--- src/rtl/hazard_unit_mc_if.sv ---
// Pipeline-to-hazard-unit signal bundle: register addresses and control in,
// stall/flush/forward selects and performance counters out.
interface hazard_unit_mc_if #(
    parameter int REG_AW = 5,
    parameter int CNT_W  = 32
);
    logic [REG_AW-1:0] Rs1D, Rs2D, Rs1E, Rs2E, RdE, RdM, RdW;
    logic              UseRs1D, UseRs2D;
    logic [1:0]        ResultSrcE;
    logic              RegWriteM, RegWriteW;
    logic              PCSrcE;
    logic              MdStartE;
    logic              CntClr;

    logic              StallF, StallD, StallE;
    logic              FlushD, FlushE, FlushM;
    logic [1:0]        ForwardAE, ForwardBE;
    logic              MdBusy;
    logic [CNT_W-1:0]  LwStallCnt, MdStallCnt, FlushCnt;

    modport master (
        output Rs1D, Rs2D, Rs1E, Rs2E, RdE, RdM, RdW,
        output UseRs1D, UseRs2D, ResultSrcE, RegWriteM, RegWriteW,
        output PCSrcE, MdStartE, CntClr,
        input  StallF, StallD, StallE, FlushD, FlushE, FlushM,
        input  ForwardAE, ForwardBE, MdBusy,
        input  LwStallCnt, MdStallCnt, FlushCnt
    );

    modport slave (
        input  Rs1D, Rs2D, Rs1E, Rs2E, RdE, RdM, RdW,
        input  UseRs1D, UseRs2D, ResultSrcE, RegWriteM, RegWriteW,
        input  PCSrcE, MdStartE, CntClr,
        output StallF, StallD, StallE, FlushD, FlushE, FlushM,
        output ForwardAE, ForwardBE, MdBusy,
        output LwStallCnt, MdStallCnt, FlushCnt
    );
endinterface

--- src/rtl/hazard_unit_mc.sv ---
// Hazard controller for the 5-stage RV32 pipeline: forwarding, load-use stall,
// branch flush, multi-cycle mul/div hold FSM and saturating perf counters.
module hazard_unit_mc #(
    parameter int REG_AW = 5,
    parameter int MD_LAT = 4,
    parameter int CNT_W  = 32
) (
    input  logic            clk,
    input  logic            rst,
    hazard_unit_mc_if.slave bus
);
    typedef enum logic {IDLE, BUSY} state_t;

    localparam logic [3:0] CNT_INIT = 4'(MD_LAT - 2);

    state_t           r_state, w_nextState;
    logic [3:0]       r_cnt, w_cntNext;
    logic             w_lwStall, w_mdStall;
    logic             w_rs1Hit, w_rs2Hit;
    logic [1:0]       w_fwdA, w_fwdB;
    logic [CNT_W-1:0] r_lwStallCnt, r_mdStallCnt, r_flushCnt;

    function automatic logic [1:0] fwdSel(
        input logic [REG_AW-1:0] rs,
        input logic [REG_AW-1:0] rdM,
        input logic              wrM,
        input logic [REG_AW-1:0] rdW,
        input logic              wrW
    );
        if (rs != '0 && wrM && rs == rdM)
            return 2'b10;
        else if (rs != '0 && wrW && rs == rdW)
            return 2'b01;
        else
            return 2'b00;
    endfunction

    always_comb begin
        w_fwdA = fwdSel(bus.Rs1E, bus.RdM, bus.RegWriteM, bus.RdW, bus.RegWriteW);
        w_fwdB = fwdSel(bus.Rs2E, bus.RdM, bus.RegWriteM, bus.RdW, bus.RegWriteW);
    end

    // A taken branch means Decode holds a wrong-path instruction, so no load-use stall.
    always_comb begin
        w_rs1Hit  = bus.UseRs1D && (bus.Rs1D == bus.RdE);
        w_rs2Hit  = bus.UseRs2D && (bus.Rs2D == bus.RdE);
        w_lwStall = bus.ResultSrcE[0] && (bus.RdE != '0) &&
                    (w_rs1Hit || w_rs2Hit) && !bus.PCSrcE;
    end

    always_ff @(posedge clk or posedge rst) begin
        if (rst) begin
            r_state <= IDLE;
            r_cnt   <= 4'd0;
        end else begin
            r_state <= w_nextState;
            r_cnt   <= w_cntNext;
        end
    end

    // MdStartE is ignored while BUSY so the op in Execute is not restarted.
    always_comb begin
        w_nextState = r_state;
        w_cntNext   = r_cnt;
        w_mdStall   = 1'b0;
        if (r_state == IDLE) begin
            if (bus.MdStartE) begin
                w_mdStall   = 1'b1;
                w_nextState = BUSY;
                w_cntNext   = CNT_INIT;
            end
        end else begin
            if (r_cnt != 4'd0) begin
                w_mdStall = 1'b1;
                w_cntNext = r_cnt - 4'd1;
            end else begin
                w_nextState = IDLE;
            end
        end
    end

    always_ff @(posedge clk or posedge rst) begin
        if (rst) begin
            r_lwStallCnt <= '0;
            r_mdStallCnt <= '0;
            r_flushCnt   <= '0;
        end else if (bus.CntClr) begin
            r_lwStallCnt <= '0;
            r_mdStallCnt <= '0;
            r_flushCnt   <= '0;
        end else begin
            if (w_lwStall && r_lwStallCnt != '1)
                r_lwStallCnt <= r_lwStallCnt + 1'b1;
            if (w_mdStall && r_mdStallCnt != '1)
                r_mdStallCnt <= r_mdStallCnt + 1'b1;
            if (bus.PCSrcE && r_flushCnt != '1)
                r_flushCnt <= r_flushCnt + 1'b1;
        end
    end

    // Execute is held, never flushed, while a mul/div op occupies it.
    assign bus.StallF     = w_lwStall || w_mdStall;
    assign bus.StallD     = w_lwStall || w_mdStall;
    assign bus.StallE     = w_mdStall;
    assign bus.FlushM     = w_mdStall;
    assign bus.FlushE     = (w_lwStall || bus.PCSrcE) && !w_mdStall;
    assign bus.FlushD     = bus.PCSrcE && !w_mdStall;
    assign bus.ForwardAE  = w_fwdA;
    assign bus.ForwardBE  = w_fwdB;
    assign bus.MdBusy     = (r_state == BUSY);
    assign bus.LwStallCnt = r_lwStallCnt;
    assign bus.MdStallCnt = r_mdStallCnt;
    assign bus.FlushCnt   = r_flushCnt;
endmodule

--- src/flat_wrapper.sv ---
// flat-port wrapper written by rule: the top's interface ports become plain ports
module hazard_unit_mc_flat 
#(
    parameter int REG_AW = 5,
    parameter int MD_LAT = 4,
    parameter int CNT_W  = 32
)
  (clk, rst, bus_Rs1D, bus_Rs2D, bus_Rs1E, bus_Rs2E, bus_RdE, bus_RdM, bus_RdW, bus_UseRs1D, bus_UseRs2D, bus_ResultSrcE, bus_RegWriteM, bus_RegWriteW, bus_PCSrcE, bus_MdStartE, bus_CntClr, bus_StallF, bus_StallD, bus_StallE, bus_FlushD, bus_FlushE, bus_FlushM, bus_ForwardAE, bus_ForwardBE, bus_MdBusy, bus_LwStallCnt, bus_MdStallCnt, bus_FlushCnt);
  hazard_unit_mc_if #(.REG_AW(REG_AW), .CNT_W(CNT_W)) bus_i ();
  input  logic clk;
  input  logic rst;
  input wire logic [$bits(bus_i.Rs1D)-1:0] bus_Rs1D;
  input wire logic [$bits(bus_i.Rs2D)-1:0] bus_Rs2D;
  input wire logic [$bits(bus_i.Rs1E)-1:0] bus_Rs1E;
  input wire logic [$bits(bus_i.Rs2E)-1:0] bus_Rs2E;
  input wire logic [$bits(bus_i.RdE)-1:0] bus_RdE;
  input wire logic [$bits(bus_i.RdM)-1:0] bus_RdM;
  input wire logic [$bits(bus_i.RdW)-1:0] bus_RdW;
  input wire logic [$bits(bus_i.UseRs1D)-1:0] bus_UseRs1D;
  input wire logic [$bits(bus_i.UseRs2D)-1:0] bus_UseRs2D;
  input wire logic [$bits(bus_i.ResultSrcE)-1:0] bus_ResultSrcE;
  input wire logic [$bits(bus_i.RegWriteM)-1:0] bus_RegWriteM;
  input wire logic [$bits(bus_i.RegWriteW)-1:0] bus_RegWriteW;
  input wire logic [$bits(bus_i.PCSrcE)-1:0] bus_PCSrcE;
  input wire logic [$bits(bus_i.MdStartE)-1:0] bus_MdStartE;
  input wire logic [$bits(bus_i.CntClr)-1:0] bus_CntClr;
  output wire logic [$bits(bus_i.StallF)-1:0] bus_StallF;
  output wire logic [$bits(bus_i.StallD)-1:0] bus_StallD;
  output wire logic [$bits(bus_i.StallE)-1:0] bus_StallE;
  output wire logic [$bits(bus_i.FlushD)-1:0] bus_FlushD;
  output wire logic [$bits(bus_i.FlushE)-1:0] bus_FlushE;
  output wire logic [$bits(bus_i.FlushM)-1:0] bus_FlushM;
  output wire logic [$bits(bus_i.ForwardAE)-1:0] bus_ForwardAE;
  output wire logic [$bits(bus_i.ForwardBE)-1:0] bus_ForwardBE;
  output wire logic [$bits(bus_i.MdBusy)-1:0] bus_MdBusy;
  output wire logic [$bits(bus_i.LwStallCnt)-1:0] bus_LwStallCnt;
  output wire logic [$bits(bus_i.MdStallCnt)-1:0] bus_MdStallCnt;
  output wire logic [$bits(bus_i.FlushCnt)-1:0] bus_FlushCnt;
  assign bus_i.Rs1D = bus_Rs1D;
  assign bus_i.Rs2D = bus_Rs2D;
  assign bus_i.Rs1E = bus_Rs1E;
  assign bus_i.Rs2E = bus_Rs2E;
  assign bus_i.RdE = bus_RdE;
  assign bus_i.RdM = bus_RdM;
  assign bus_i.RdW = bus_RdW;
  assign bus_i.UseRs1D = bus_UseRs1D;
  assign bus_i.UseRs2D = bus_UseRs2D;
  assign bus_i.ResultSrcE = bus_ResultSrcE;
  assign bus_i.RegWriteM = bus_RegWriteM;
  assign bus_i.RegWriteW = bus_RegWriteW;
  assign bus_i.PCSrcE = bus_PCSrcE;
  assign bus_i.MdStartE = bus_MdStartE;
  assign bus_i.CntClr = bus_CntClr;
  assign bus_StallF = bus_i.StallF;
  assign bus_StallD = bus_i.StallD;
  assign bus_StallE = bus_i.StallE;
  assign bus_FlushD = bus_i.FlushD;
  assign bus_FlushE = bus_i.FlushE;
  assign bus_FlushM = bus_i.FlushM;
  assign bus_ForwardAE = bus_i.ForwardAE;
  assign bus_ForwardBE = bus_i.ForwardBE;
  assign bus_MdBusy = bus_i.MdBusy;
  assign bus_LwStallCnt = bus_i.LwStallCnt;
  assign bus_MdStallCnt = bus_i.MdStallCnt;
  assign bus_FlushCnt = bus_i.FlushCnt;
  hazard_unit_mc #(.REG_AW(REG_AW), .MD_LAT(MD_LAT), .CNT_W(CNT_W)) u_core (.clk(clk), .rst(rst), .bus(bus_i));
endmodule
--- config.mk ---
export PLATFORM = sky130hd
export DESIGN_NAME = hazard_unit_mc_flat
export DESIGN_NICKNAME = d
export VERILOG_FILES = /design/src/rtl/hazard_unit_mc_if.sv /design/src/rtl/hazard_unit_mc.sv /design/src/flat_wrapper.sv
export SDC_FILE = /design/constraint.sdc
export NUM_CORES = 1
export LEC_CHECK = 0
export BUFFER_PORTS_ARGS = -buffer_cell sky130_fd_sc_hd__buf_2
export CAP_MARGIN = 25
export CORE_MARGIN = 2
export CORE_UTILIZATION = 30
export DETAILED_ROUTE_END_ITERATION = 10
export GPL_TIMING_DRIVEN = 1
export SYNTH_ARGS = -nofsm -noshare
export SYNTH_HDL_FRONTEND = slang
export SYNTH_SLANG_ARGS = --single-unit
--- constraint.sdc ---
create_clock -name clk -period 4.1 [get_ports clk]
set_clock_uncertainty 0.05 [all_clocks]
set_input_delay 0.615 -clock clk [delete_from_list [all_inputs] [get_ports clk]]
set_output_delay 0.615 -clock clk [all_outputs]
set_load 0.05 [all_outputs]
### Yosys cells after proc, flatten, opt, wreduce, memory -nomap -nowiden

Index checks and enable logic that the tools add are counted.

* $add $sub $neg: 4
* eq/ne operators: 10
* muxes and demuxes: 16
* reductions and logical operators: 32

Operators by type and width (count)
* $mux 32: 6
* $add 32x1->32 const B: 3
* $ne 32x32->1 const B: 3
* $eq 5x5->1: 6
* $logic_and 1x1->1: 18
* $reduce_bool 5->1: 3
* $mux 4: 3
* $reduce_bool 2->1: 4
* $mux 1: 5
* $mux 2: 2
* $reduce_bool 4->1: 1
* $sub 4x1->4 const B: 1
* $logic_or 1x1->1: 3
* $logic_not 1->1: 2
* $ne 2x2->1 const B: 1
* $reduce_and 2->1: 1

* register bits: 101
* input bits: 46
* logic and storage cells: 67

### Logic depth before layout (Yosys ltp)

Gate-level depths: netlist (run 1).

* word-level depth: 8
* gate-level depth with buffers: 10

### Least setup slack after synthesis (run 1)

No wires, ideal clock.

* kind: input port to output port
* start point: input port bus_Rs1E[0]
* end point: output port bus_ForwardAE[0]
* data arrival time: 3089 ps
* setup slack: 346 ps
* stages on the path: 4
* cell sequence: or4_1 nor2_1 nor4_1 nor4_1

* cells in the longest elaborated chain, start to end: 5
* elaborated cells between the ends (all ways): 9
* classes of those cells: eq/ne (2); mux (2); reduce/logical (5)

Ends and longest elaborated chain
* from (decl): RTL line flat_wrapper.sv:14 `input wire logic [$bits(bus_i.Rs1E)-1:0] bus_Rs1E;`
* $reduce_bool 5->1: RTL line hazard_unit_mc.sv:30, hazard_unit_mc.sv:32
* $logic_and 1x1->1 (2 in a row): RTL line hazard_unit_mc.sv:32 `else if (rs != '0 && wrW && rs == rdW)`
* $mux 1: RTL line hazard_unit_mc.sv:32
* $mux 2 (*): RTL line hazard_unit_mc.sv:30 `if (rs != '0 && wrM && rs == rdM)`
* to (decl): RTL line flat_wrapper.sv:33 `output wire logic [$bits(bus_i.ForwardAE)-1:0] bus_ForwardAE;`

Mark *: on every way between the ends. The rest lies on a longest branch, timed or not.

### Worst setup path after layout (run 1)

* start point: input port bus_RdE[3]
* end point: output port bus_StallF

* cells in the longest elaborated chain, start to end: 6
* elaborated cells between the ends (all ways): 10
* classes of those cells: eq/ne (2); reduce/logical (8)

Ends and longest elaborated chain
* from (decl): RTL line flat_wrapper.sv:16 `input wire logic [$bits(bus_i.RdE)-1:0] bus_RdE;`
* $eq 5x5->1, on equally long branches: RTL line hazard_unit_mc.sv:45, hazard_unit_mc.sv:46
* $logic_and 1x1->1, on equally long branches: RTL line hazard_unit_mc.sv:45, hazard_unit_mc.sv:46
* $logic_or 1x1->1: RTL line hazard_unit_mc.sv:48 `(w_rs1Hit || w_rs2Hit) && !bus.PCSrcE;`
* $logic_and 1x1->1 (*): RTL line hazard_unit_mc.sv:47 `w_lwStall = bus.ResultSrcE[0] && (bus.RdE != '0) &&`
* $logic_and 1x1->1 (*): RTL line hazard_unit_mc.sv:48
* $logic_or 1x1->1 (*): RTL line hazard_unit_mc.sv:102 `assign bus.StallF = w_lwStall || w_mdStall;`
* to (decl): RTL line flat_wrapper.sv:27 `output wire logic [$bits(bus_i.StallF)-1:0] bus_StallF;`

Marks and branches as above.

==> results of run 1 <==
## flip-flops by register name (all words and copies together) (netlist names)
name and count:
u_core.bus.FlushCnt 32, u_core.bus.LwStallCnt 32, u_core.bus.MdBusy 1, u_core.bus.MdStallCnt 32, u_core.r_cnt 4
## power by group
part | internal [mW] | switching, mW | total, mW
clock | 0.441 | 0.425 | 0.866
sequential | 1.03 | 0.0413 | 1.07
combinational | 0.143 | 0.346 | 0.489
## synth_stat cells (11+ instances only)
| master | number | area [µm²] |
|---|---|---|
| sky130_fd_sc_hd__dfrtp_1 | 101 | 2530 |
| sky130_fd_sc_hd__nor2_1 | 75 | 282 |
| sky130_fd_sc_hd__xnor2_1 | 47 | 412 |
| sky130_fd_sc_hd__nand2_1 | 42 | 158 |
| sky130_fd_sc_hd__a21oi_1 | 38 | 190 |
| sky130_fd_sc_hd__o21ai_0 | 36 | 180 |
| sky130_fd_sc_hd__xor2_1 | 35 | 307 |
| sky130_fd_sc_hd__or3_1 | 34 | 213 |
| sky130_fd_sc_hd__nand3_1 | 32 | 160 |
| sky130_fd_sc_hd__nand4_1 | 28 | 175 |
| sky130_fd_sc_hd__nor3_1 | 21 | 105 |
| sky130_fd_sc_hd__clkbuf_1 | 20 | 75.1 |
| sky130_fd_sc_hd__nor4_1 | 18 | 113 |
| sky130_fd_sc_hd__or4_1 | 15 | 113 |
| sky130_fd_sc_hd__inv_1 | 13 | 48.8 |
| sky130_fd_sc_hd__and3_1 | 12 | 75.1 |
| sky130_fd_sc_hd__and4_1 | 11 | 96.3 |
## kinds of logic (layout without fill, tap and decap cells)
family          after synthesis  in the layout
mux                           6              6
compound gates               92             92
flops                       101            101
simple gates                317            317
fa+ha+maj                     4              4
xor+xnor                     82             82
buf+inv                      38            188
## metrics by stage
stage,utilization,hold slack (ps),std cells,power [mW]
floorplan,-,428,640,1.45
global placement,0.360,455,1007,1.58
detailed placement,0.360,469,1007,1.59
CTS,0.375,296,1023,2.48
global route,0.376,333,1024,2.54
finish,0.376,283,1024,2.43
## critical path, delay by kind of cell
family | cells | cell delay (ps)
buffers and inverters | 2 | 420
AOI/OAI and AO/OA | 2 | 360
and+or+nand+nor | 2 | 670
xor gates and xnor gates | 1 | 150
## cell type report
type,instances,area (µm²)
Tap cell,234,293
Clock inverter,6,56.3
Clock buffer,10,239
Sequential cell,101,2530
Timing Repair Buffer,159,831
Multi-Input combinational cell,501,3070
Fill cell,1942,11700
Inverter,13,51.3
## how the worst max path moves through the flow
stage / from / endpoint / cells past startpoint
after global placement: bus_RdE[3] / u_core.bus.LwStallCnt[11]$_DFFE_PP0P_ / 8
after detailed placement: bus_RdE[3] / u_core.bus.LwStallCnt[11]$_DFFE_PP0P_ / 8
after CTS: bus_RdE[3] / bus_StallD / 7
after global routing: u_core.bus.LwStallCnt[0]$_DFFE_PP0P_ / u_core.bus.LwStallCnt[23]$_DFFE_PP0P_ / 8
final: bus_RdE[3] / bus_StallF / 7
after floorplan: bus_Rs1E[0] / bus_ForwardAE[0] / 4
## metal layers
metal	up-vias	global-route usage	part of all wire
met4	0	0.0406	0.011
met1	2559	0.209	0.47
met5	-	0	0
li1	2605	-	-
met2	123	0.238	0.46
met3	14	0.0400	0.055
==> insert_results.sql, run 1 <==
INSERT INTO impl_metrics (metric_group, metric, value, unit) VALUES
('status', 'run_status', 'finished clean', ''),
('clock_tree', 'cts_resized', '0', ''),
('global_routing', 'grt.total_usage', '0.152', ''),
('critical_path', 'regToRegEndpoint', 'u_core.bus.LwStallCnt[23]$_DFFE_PP0P_', ''),
('synthesis', 'post_synthesis_net_count', '690', ''),
('synthesis', 'synthSimpleGateAreaFrac', '0.298', ''),
('global_routing', 'antenna_found_initial', '0', ''),
('timing', 'finalSetupTns', '0', 'ps'),
('clock_tree', 'ctsRootBufferMaster', 'sky130_fd_sc_hd__clkbuf_16', ''),
('job', 'drv.max_cap_violation_count', '0', ''),
('critical_path', 'worst-r2r-setup-slack', '1260', 'ps'),
('routing', 'wl', '15.2', 'mm'),
('timing', 'setup_violators_final', '0', ''),
('clock_tree', 'hold_buffers', '0', ''),
('critical_path', 'setup.worst_path.start_class', 'primary input', ''),
('clock_tree', 'cts_tree', 'built', ''),
('timing', 'rsz_0062_raised_after_global_routing', 'false', ''),
('critical_path', 'cells_along_the_critical_path', 'buf_2, xor2_1, nor4_1, a32oi_1, or2_2, o21ai_0, buf_2', ''),
('routing', 'wire_per_inst', '14.8', 'µm'),
('layout', 'final_cell_mix', 'sky130_fd_sc_hd__buf_2, sky130_fd_sc_hd__dfrtp_1, sky130_fd_sc_hd__nor2_1, sky130_fd_sc_hd__xnor2_1, sky130_fd_sc_hd__nand2_1', ''),
('critical_path', 'worst_path_largest_cell_delay', '380', 'ps'),
('critical_path', 'crit_path_max_fanout', '7', ''),
('synthesis', 'fraction_of_the_mapped_netlist_area_in_compound_gates', '0.0901', ''),
('place', 'place_hpwl', '10.8', 'mm'),
('layout', 'area_growth_syn_to_layout', '22.9', '%'),
('die', 'floorplan.die_area', '0.0203', 'mm²'),
('layout', 'share_of_cells_above_drive_strength_1', '0.238', ''),
('routing', 'drc_errors', '0', ''),
('global_routing', 'grt_start_max_net_pins', '101', ''),
('critical_path', 'critPathKind', 'primary input to output pin', ''),
('synthesis', 'syn_area', '0.00575', 'mm²'),
('synthesis', 'synth.mux.area_fraction', '0.0113', ''),
('synthesis', 'synth_edf_count', '0', ''),
('die', 'die_width', '142', 'µm'),
('synthesis', 'ys_seq_area_frac', '0.440', ''),
('synthesis', 'synth_fa_ha_area_frac', '0.00871', ''),
('global_routing', 'first_global_vias', '4871', ''),
('critical_path', 'setup.worst_path.end_class', 'output pin', ''),
('critical_path', 'timing.critical_path.mode_cell', 'sky130_fd_sc_hd__buf_2', ''),
('layout', 'finish.net_count', '835', ''),
('routing', 'vias', '5301', ''),
('die', 'die_height', '142', 'µm'),
('critical_path', 'cp_slowest_cell', 'sky130_fd_sc_hd__or2_2', ''),
('routing', 'vias_per_cell', '5.18', ''),
('critical_path', 'rr_startpoint', 'u_core.bus.LwStallCnt[0]$_DFFE_PP0P_', ''),
('timing', 'timing.slew.headroom', '0.388', ''),
('clock_tree', 'h-tree-depth', '3', ''),
('clock_tree', 'worstSkewPairLatency', '360', 'ps'),
('critical_path', 'worst_ep_arrival_time', '2230', 'ps'),
('die', 'placeableCoreArea', '0.0188', 'mm²'),
('synthesis', 'synthCells', '640', ''),
('timing', 'hold_viol_final', '0', ''),
('place', 'port-buffer-count', '151', ''),
('routing', 'drt-pass1-iter-count', '4', ''),
('synthesis', 'synth_top_family_by_area', 'simple AND/OR/NAND/NOR gates', ''),
('global_routing', 'grt_first_pass_wirelength', '25.1', 'mm'),
('timing', 'fin_ws', '1210', 'ps'),
('place', 'placedInstanceArea', '0.00675', 'mm²'),
('die', 'io-pin-count', '153', ''),
('place', 'gp_congestion', '0.770', ''),
('synthesis', 'synthXorXnorAreaFrac', '0.125', ''),
('layout', 'antenna-diode-count', '0', ''),
('clock_tree', 'numCtsBuffers', '9', ''),
('critical_path', 'rr_worst_depth', '8', ''),
('critical_path', 'critical_path_required', '3430', 'ps'),
('synthesis', 'syn_area_per_cell', '8.98', 'µm²'),
('synthesis', 'async_flop_share', '1.00', ''),
('clock_tree', 'cts.clk_slew.worst_paths', '70', 'ps'),
('layout', 'layout_commonest_cell', 'sky130_fd_sc_hd__buf_2', ''),
('routing', 'dr.first_iter.drc_count', '274', ''),
('timing', 'min_clock_period_post_route', '2890', 'ps');
No activity file was read; power rests on OpenSTA's default activity.
==> inputs of run 2 (changes only) <==
==> constraint.sdc (replaced) <==
create_clock -name clk -period 2.8 [get_ports clk]
set_clock_uncertainty 0.05 [all_clocks]
set_input_delay 0.42 -clock clk [delete_from_list [all_inputs] [get_ports clk]]
set_output_delay 0.42 -clock clk [all_outputs]
set_load 0.05 [all_outputs]
==> run 2 against run 1 <==
  * First-iteration DRC count fell by 45%
  * Critical path depth rose by 1
  * Combinational power rose by 54%
  * Worst hold slack got worse by 180 ps
  * Register-to-register slack got worse by 1000 ps
  * Sequential power rose by 47%
  * Setup slack got worse by 1000 ps
  * Clock power rose by 49%
  * Non-clock buffer count rose by 21
  * Power rose by 49%
  * Sequential share of layout area fell by 0.97 points
  * Largest cell class unchanged
==> insert_results.sql, run 2 (synthesized netlist as in run 1, its figures left out) <==
INSERT INTO impl_metrics (metric_group, metric, value, unit) VALUES
('status', 'run_status', 'finished clean', ''),
('layout', 'finish.cell_count_without_fillers', '1045', ''),
('clock_tree', 'post-cts-setup-buffer-count', '0', ''),
('routing', 'wire_per_inst', '15.1', 'µm'),
('place', 'placed_cells_incl_taps', '1029', ''),
('power_and_ir_drop', 'power.clock.fraction', '0.357', ''),
('critical_path', 'worst_ep_arrival_time', '2160', 'ps'),
('routing', 'drc_errors', '0', ''),
('power_and_ir_drop', 'total_switching_power', '1.14', 'mW'),
('timing', 'rsz_0062_raised_after_global_routing', 'false', ''),
('timing', 'timing.slew.headroom', '0.447', ''),
('clock_tree', 'cts_tree', 'built', ''),
('die', 'placeableCoreArea', '0.0188', 'mm²'),
('timing', 'timing.fmax', '380', 'MHz'),
('clock_tree', 'hold_buffers', '0', ''),
('routing', 'drt-pass1-iter-count', '5', ''),
('routing', 'wl', '15.7', 'mm'),
('layout', 'final_cell_mix', 'sky130_fd_sc_hd__buf_2, sky130_fd_sc_hd__dfrtp_1, sky130_fd_sc_hd__nor2_1, sky130_fd_sc_hd__xnor2_1, sky130_fd_sc_hd__nand2_1', ''),
('power_and_ir_drop', 'max_vdd_drop', '0.449', 'mV'),
('place', 'place_hpwl', '11.5', 'mm'),
('layout', 'postLayoutCellArea', '0.00727', 'mm²'),
('power_and_ir_drop', 'power.density_cell_area', '497', 'mW/mm²'),
('critical_path', 'critical_path_required', '2330', 'ps'),
('critical_path', 'setup.worst_path.start_class', 'primary input', ''),
('power_and_ir_drop', 'combPwrFrac', '0.208', ''),
('power_and_ir_drop', 'intPower', '2.47', 'mW'),
('job', 'drv.max_cap_violation_count', '0', ''),
('die', 'die_width', '142', 'µm'),
('global_routing', 'grt_first_pass_wirelength', '25.0', 'mm'),
('layout', 'nFillCells', '1917', ''),
('timing', 'min_clock_period_post_route', '2630', 'ps'),
('routing', 'drtAntennaViolNets', '0', ''),
('clock_tree', 'h-tree-depth', '3', ''),
('hold_path', 'timing.hold.worst.class', 'primary input to async pin', ''),
('die', 'io-pin-count', '153', ''),
('timing', 'worstMarginPinSlew', '817', 'ps'),
('clock_tree', 'cts.clk_slew.worst_paths', '70', 'ps'),
('layout', 'finish.net_count', '856', ''),
('place', 'gp_congestion', '0.805', ''),
('layout', 'area_growth_syn_to_layout', '26.5', '%'),
('global_routing', 'grt.total_usage', '0.155', ''),
('clock_tree', 'cts_resized', '0', ''),
('die', 'floorplan.die_area', '0.0203', 'mm²'),
('place', 'placedInstanceArea', '0.00696', 'mm²'),
('global_routing', 'grt_start_max_net_pins', '65', ''),
('routing', 'vias', '5387', ''),
('routing', 'vias_per_cell', '5.16', ''),
('die', 'rows', '50', ''),
('clock_tree', 'ctsRootBufferMaster', 'sky130_fd_sc_hd__clkbuf_16', ''),
('critical_path', 'setup.worst_path.end_class', 'output pin', ''),
('global_routing', 'antenna_found_initial', '2', ''),
('timing', 'drv_slew', '0', ''),
('timing', 'final_min_period_over_clock_period', '0.941', ''),
('clock_tree', 'numCtsBuffers', '9', ''),
('place', 'port-buffer-count', '151', ''),
('power_and_ir_drop', 'total_leakage_power', '3.21', 'nW'),
('timing', 'setup_violators_final', '0', ''),
('power_and_ir_drop', 'totalPowerFinal', '3.61', 'mW'),
('layout', 'share_of_cells_above_drive_strength_1', '0.267', ''),
('die', 'initial_utilization', '0.306', ''),
('die', 'die_height', '142', 'µm'),
('clock_tree', 'worstSkewPairLatency', '340', 'ps'),
('clock_tree', 'clock_sinks', '101', ''),
('timing', 'worst_hold_slack', '103', 'ps'),
('critical_path', 'crit_path_max_fanout', '4', ''),
('global_routing', 'global_route.overflow_total', '0', ''),
('critical_path', 'critPathKind', 'primary input to output pin', ''),
('power_and_ir_drop', 'pwr-share-seq', '0.435', ''),
('power_and_ir_drop', 'swShare', '0.315', ''),
('timing', 'hold_viol_final', '0', ''),
('layout', 'layout_commonest_cell', 'sky130_fd_sc_hd__buf_2', ''),
('routing', 'dr.first_iter.drc_count', '151', ''),
('global_routing', 'first_global_vias', '4790', ''),
('clock_tree', 'clock_tree.buffer_depth', '2', '');
-- run 2: path summary, 6_finish.rpt --
path                                                      startpoint                                     to  slack, ps  depth (start not counted)
worst max-delay path                                      bus_RdE[3]                             bus_StallF        170                          8
worst min-delay path                                             rst     u_core.bus.FlushCnt[2]$_DFFE_PP0P_        100                          2
worst max register to register  u_core.bus.LwStallCnt[0]$_DFFE_PP0P_  u_core.bus.LwStallCnt[11]$_DFFE_PP0P_        220                          9
worst min register to register           u_core.r_cnt[0]$_DFFE_PP0P_            u_core.r_cnt[0]$_DFFE_PP0P_        480                          1
max in group asynchronous                                        rst   u_core.bus.LwStallCnt[7]$_DFFE_PP0P_       1890                          3
min in group clk                                        bus_MdStartE            u_core.r_cnt[1]$_DFFE_PP0P_        330                          3
-- run 2: critical path: stages --
cell	delay [ps]
sky130_fd_sc_hd__buf_2	140
sky130_fd_sc_hd__xor2_1	160
sky130_fd_sc_hd__nor4_1	280
sky130_fd_sc_hd__buf_4	170
sky130_fd_sc_hd__a32oi_1	160
sky130_fd_sc_hd__or2_2	380
sky130_fd_sc_hd__o21ai_1	140
sky130_fd_sc_hd__buf_2	300
-- run 2: layer usage --
metal	up-vias	global-route usage	routed length [µm]
li1	2646	-	-
met1	2575	0.224	7630
met2	145	0.228	7010
met3	19	0.0286	798
met4	2	0.0599	281
met5	-	0	11
-- run 2: final cells by class --
cell class	count	area [µm²]	share of cell area
Timing Repair Buffer	180	988	0.136
Inverter	13	52.6	0.00723
Antenna cell	1	2.50	0.000344
Clock buffer	11	253	0.0348
Tap cell	234	293	0.0403
Clock inverter	4	47.5	0.00654
Multi-Input combinational cell	501	3100	0.427
Sequential cell	101	2530	0.348
-- run 2: power groups by stage --
stage | Clock, mW | Sequential (mW) | Combinational [mW]
2_1_floorplan | 0 | 1.67 | 0.462
3_3_place_gp | 0 | 1.60 | 0.756
3_5_place_dp | 0 | 1.60 | 0.757
4_1_cts | 1.34 | 1.57 | 0.760
5_1_grt | 1.40 | 1.58 | 0.810
6_report | 1.29 | 1.57 | 0.751
-- run 2: metrics by stage --
step | setup TNS [ps] | setup slack, ps | util
floorplan | -134 | -73.5 | -
global placement | 0 | 51.2 | 0.371
detailed placement | 0 | 55.7 | 0.371
CTS | 0 | 168 | 0.387
global route | 0 | 52.1 | 0.387
finish | 0 | 165 | 0.387
==> inputs of run 3 (changes only) <==
==> constraint.sdc (replaced) <==
create_clock -name clk -period 2.3 [get_ports clk]
set_clock_uncertainty 0.05 [all_clocks]
set_input_delay 0.345 -clock clk [delete_from_list [all_inputs] [get_ports clk]]
set_output_delay 0.345 -clock clk [all_outputs]
set_load 0.05 [all_outputs]
==> run 3 against run 2 <==
  * Die area unchanged
  * Critical path depth up 1
  * Power up 26%
  * Worst hold slack better by 150 ps
  * First-iteration DRC count up 83%
  * Final area up 13%
  * Combinational power up 49%
  * Non-clock buffer count up 68
  * Global-route usage up 1.1 points
  * Via count up 3.5%
  * Core utilization up 5.1 points
  * Largest cell class unchanged
  * Largest power group unchanged
==> insert_results.sql, run 3 (synthesized netlist as in run 1, its figures left out) <==
INSERT INTO impl_metrics (metric_group, metric, value, unit) VALUES
('clock_tree', 'worstSkewPairLatency', '350', 'ps'),
('timing', 'timing.fmax', '446', 'MHz'),
('critical_path', 'setup.worst_path.start_class', 'flip-flop', ''),
('clock_tree', 'clock_sinks', '101', ''),
('global_routing', 'first_global_vias', '5343', ''),
('clock_tree', 'h-tree-depth', '3', ''),
('die', 'die_width', '142', 'µm'),
('layout', 'area_growth_syn_to_layout', '43.0', '%'),
('timing', 'finalSetupTns', '0', 'ps'),
('die', 'floorplan.die_area', '0.0203', 'mm²'),
('global_routing', 'grt_start_max_net_pins', '48', ''),
('routing', 'wl', '17.0', 'mm'),
('die', 'rows', '50', ''),
('timing', 'drv_slew', '0', ''),
('place', 'gp_congestion', '0.780', ''),
('routing', 'wire_per_inst', '15.2', 'µm'),
('routing', 'vias_per_cell', '5.00', ''),
('routing', 'drtAntennaViolNets', '0', ''),
('critical_path', 'setup.worst_path.end_class', 'flip-flop', ''),
('critical_path', 'critical_path_required', '2530', 'ps'),
('critical_path', 'cells_along_the_critical_path', 'ha_4, nand3_4, nor4_4, and3b_1, or3_4, buf_12, clkbuf_16, or3_1, a21oi_1', ''),
('place', 'placed_cells_incl_taps', '1085', ''),
('clock_tree', 'clock_tree.buffer_depth', '2', ''),
('routing', 'drc_errors', '0', ''),
('timing', 'rsz_0062_raised_after_global_routing', 'true', ''),
('die', 'io-pin-count', '153', ''),
('global_routing', 'grt.total_usage', '0.165', ''),
('global_routing', 'global_route.overflow_total', '0', ''),
('clock_tree', 'cts.clk_slew.worst_paths', '70', 'ps'),
('global_routing', 'antenna_found_initial', '1', ''),
('power_and_ir_drop', 'total_leakage_power', '3.58', 'nW'),
('timing', 'final_min_period_over_clock_period', '0.976', ''),
('place', 'port-buffer-count', '151', ''),
('clock_tree', 'ctsRootBufferMaster', 'sky130_fd_sc_hd__clkbuf_16', ''),
('place', 'place_ws', '-269', 'ps'),
('critical_path', 'worst_path_largest_cell_delay', '430', 'ps'),
('layout', 'layout_commonest_cell', 'sky130_fd_sc_hd__buf_2', ''),
('timing', 'setup_violators_final', '0', ''),
('routing', 'vias', '5573', ''),
('layout', 'finish.cell_count_without_fillers', '1114', ''),
('hold_path', 'timing.hold.worst.class', 'primary input to flip-flop', ''),
('layout', 'share_of_cells_above_drive_strength_1', '0.423', ''),
('clock_tree', 'cts_tree', 'built', ''),
('die', 'placeableCoreArea', '0.0188', 'mm²'),
('layout', 'finish.net_count', '924', ''),
('routing', 'drt-pass1-iter-count', '4', ''),
('power_and_ir_drop', 'power.density_cell_area', '552', 'mW/mm²'),
('critical_path', 'worst_ep_arrival_time', '2470', 'ps'),
('timing', 'worstMarginPinSlew', '514', 'ps'),
('layout', 'final_cell_mix', 'sky130_fd_sc_hd__buf_2, sky130_fd_sc_hd__buf_4, sky130_fd_sc_hd__nor2_1, sky130_fd_sc_hd__dfrtp_2, sky130_fd_sc_hd__xnor2_1', ''),
('timing', 'timing.slew.headroom', '0.653', ''),
('critical_path', 'crit_path_max_fanout', '12', ''),
('job', 'drv.max_cap_violation_count', '0', ''),
('power_and_ir_drop', 'max_vdd_drop', '0.672', 'mV'),
('place', 'place_hpwl', '12.3', 'mm'),
('timing', 'min_clock_period_post_route', '2240', 'ps'),
('clock_tree', 'numCtsBuffers', '9', ''),
('global_routing', 'grt_first_pass_wirelength', '27.1', 'mm'),
('critical_path', 'critPathKind', 'flip-flop to flip-flop', ''),
('timing', 'hold_viol_final', '0', ''),
('critical_path', 'cp_slowest_cell', 'sky130_fd_sc_hd__dfrtp_2', ''),
('status', 'run_status', 'finished clean', ''),
('routing', 'dr.first_iter.drc_count', '277', ''),
('die', 'die_height', '142', 'µm'),
('die', 'initial_utilization', '0.306', ''),
('timing', 'fin_ws', '56.1', 'ps');
run 3: routing by layer:
| metal | up-vias | share of wire | GRT usage |
|---|---|---|---|
| li1 | 2777 | - | - |
| met1 | 2649 | 0.48 | 0.233 |
| met2 | 135 | 0.45 | 0.260 |
| met3 | 12 | 0.056 | 0.0417 |
| met4 | 0 | 0.0076 | 0.0307 |
| met5 | - | 0 | 0 |
run 3: timing repair:
item | in CTS | in global routing
cloned | 0 | 3
setup buffers | 2 | 6
endpoints found under the hold margin | 18 | 0
gates resized for setup | 9 | 20
endpoints found under the setup margin | 4 | 19
pin swaps | 2 | 20
hold buffers | 1 | 0
run 3: final cells by class:
class / instances / area, µm²
fill: 1862 / 10600
clock buffer: 12 / 256
tap: 234 / 293
sequential: 101 / 2610
multi-input combinational: 501 / 3340
timing repair buffer: 248 / 1640
inverter: 13 / 52.6
antenna: 1 / 2.50
clock inverter: 4 / 30.0
run 3: path summary, 6_finish.rpt:
check	startpoint	end	slack, ps	cells past startpoint
min in group asynchronous	rst	u_core.bus.MdStallCnt[11]$_DFFE_PP0P_	530	3
hold / removal	bus_MdStartE	u_core.r_cnt[1]$_DFFE_PP0P_	250	3
setup reg to reg	u_core.bus.LwStallCnt[1]$_DFFE_PP0P_	u_core.bus.LwStallCnt[31]$_DFFE_PP0P_	60	9
setup / recovery	u_core.bus.LwStallCnt[1]$_DFFE_PP0P_	u_core.bus.LwStallCnt[31]$_DFFE_PP0P_	60	9
hold reg to reg	u_core.r_cnt[1]$_DFFE_PP0P_	u_core.r_cnt[1]$_DFFE_PP0P_	470	2
max in group asynchronous	rst	u_core.bus.LwStallCnt[2]$_DFFE_PP0P_	950	5
run 3: report_power, final:
group | leakage, nW | internal [mW] | switching, mW
registers | 1.29 | 1.84 | 0.0743
clock network | 0.140 | 0.801 | 0.703
logic | 2.15 | 0.425 | 0.696
total | 3.58 | 3.06 | 1.47
run 3: per-stage QoR:
stage               hold WS, ps  area [µm²]  total power [mW]   util
global route                265        8220              4.76  0.438
detailed placement          356        7670              2.95  0.409
CTS                         231        8020              4.52  0.427
global placement            355        7670              2.94  0.409
floorplan                   428        6070              2.65      -
finish                      255        8220              4.54  0.438
run 3: worst max-delay path: cells and delay by family (launching register included):
kind | cells | cell delay (ps)
simple gates | 5 | 1070
fa+ha+maj | 1 | 180
flops | 1 | 430
buf+inv | 2 | 310
compound gates | 1 | 140
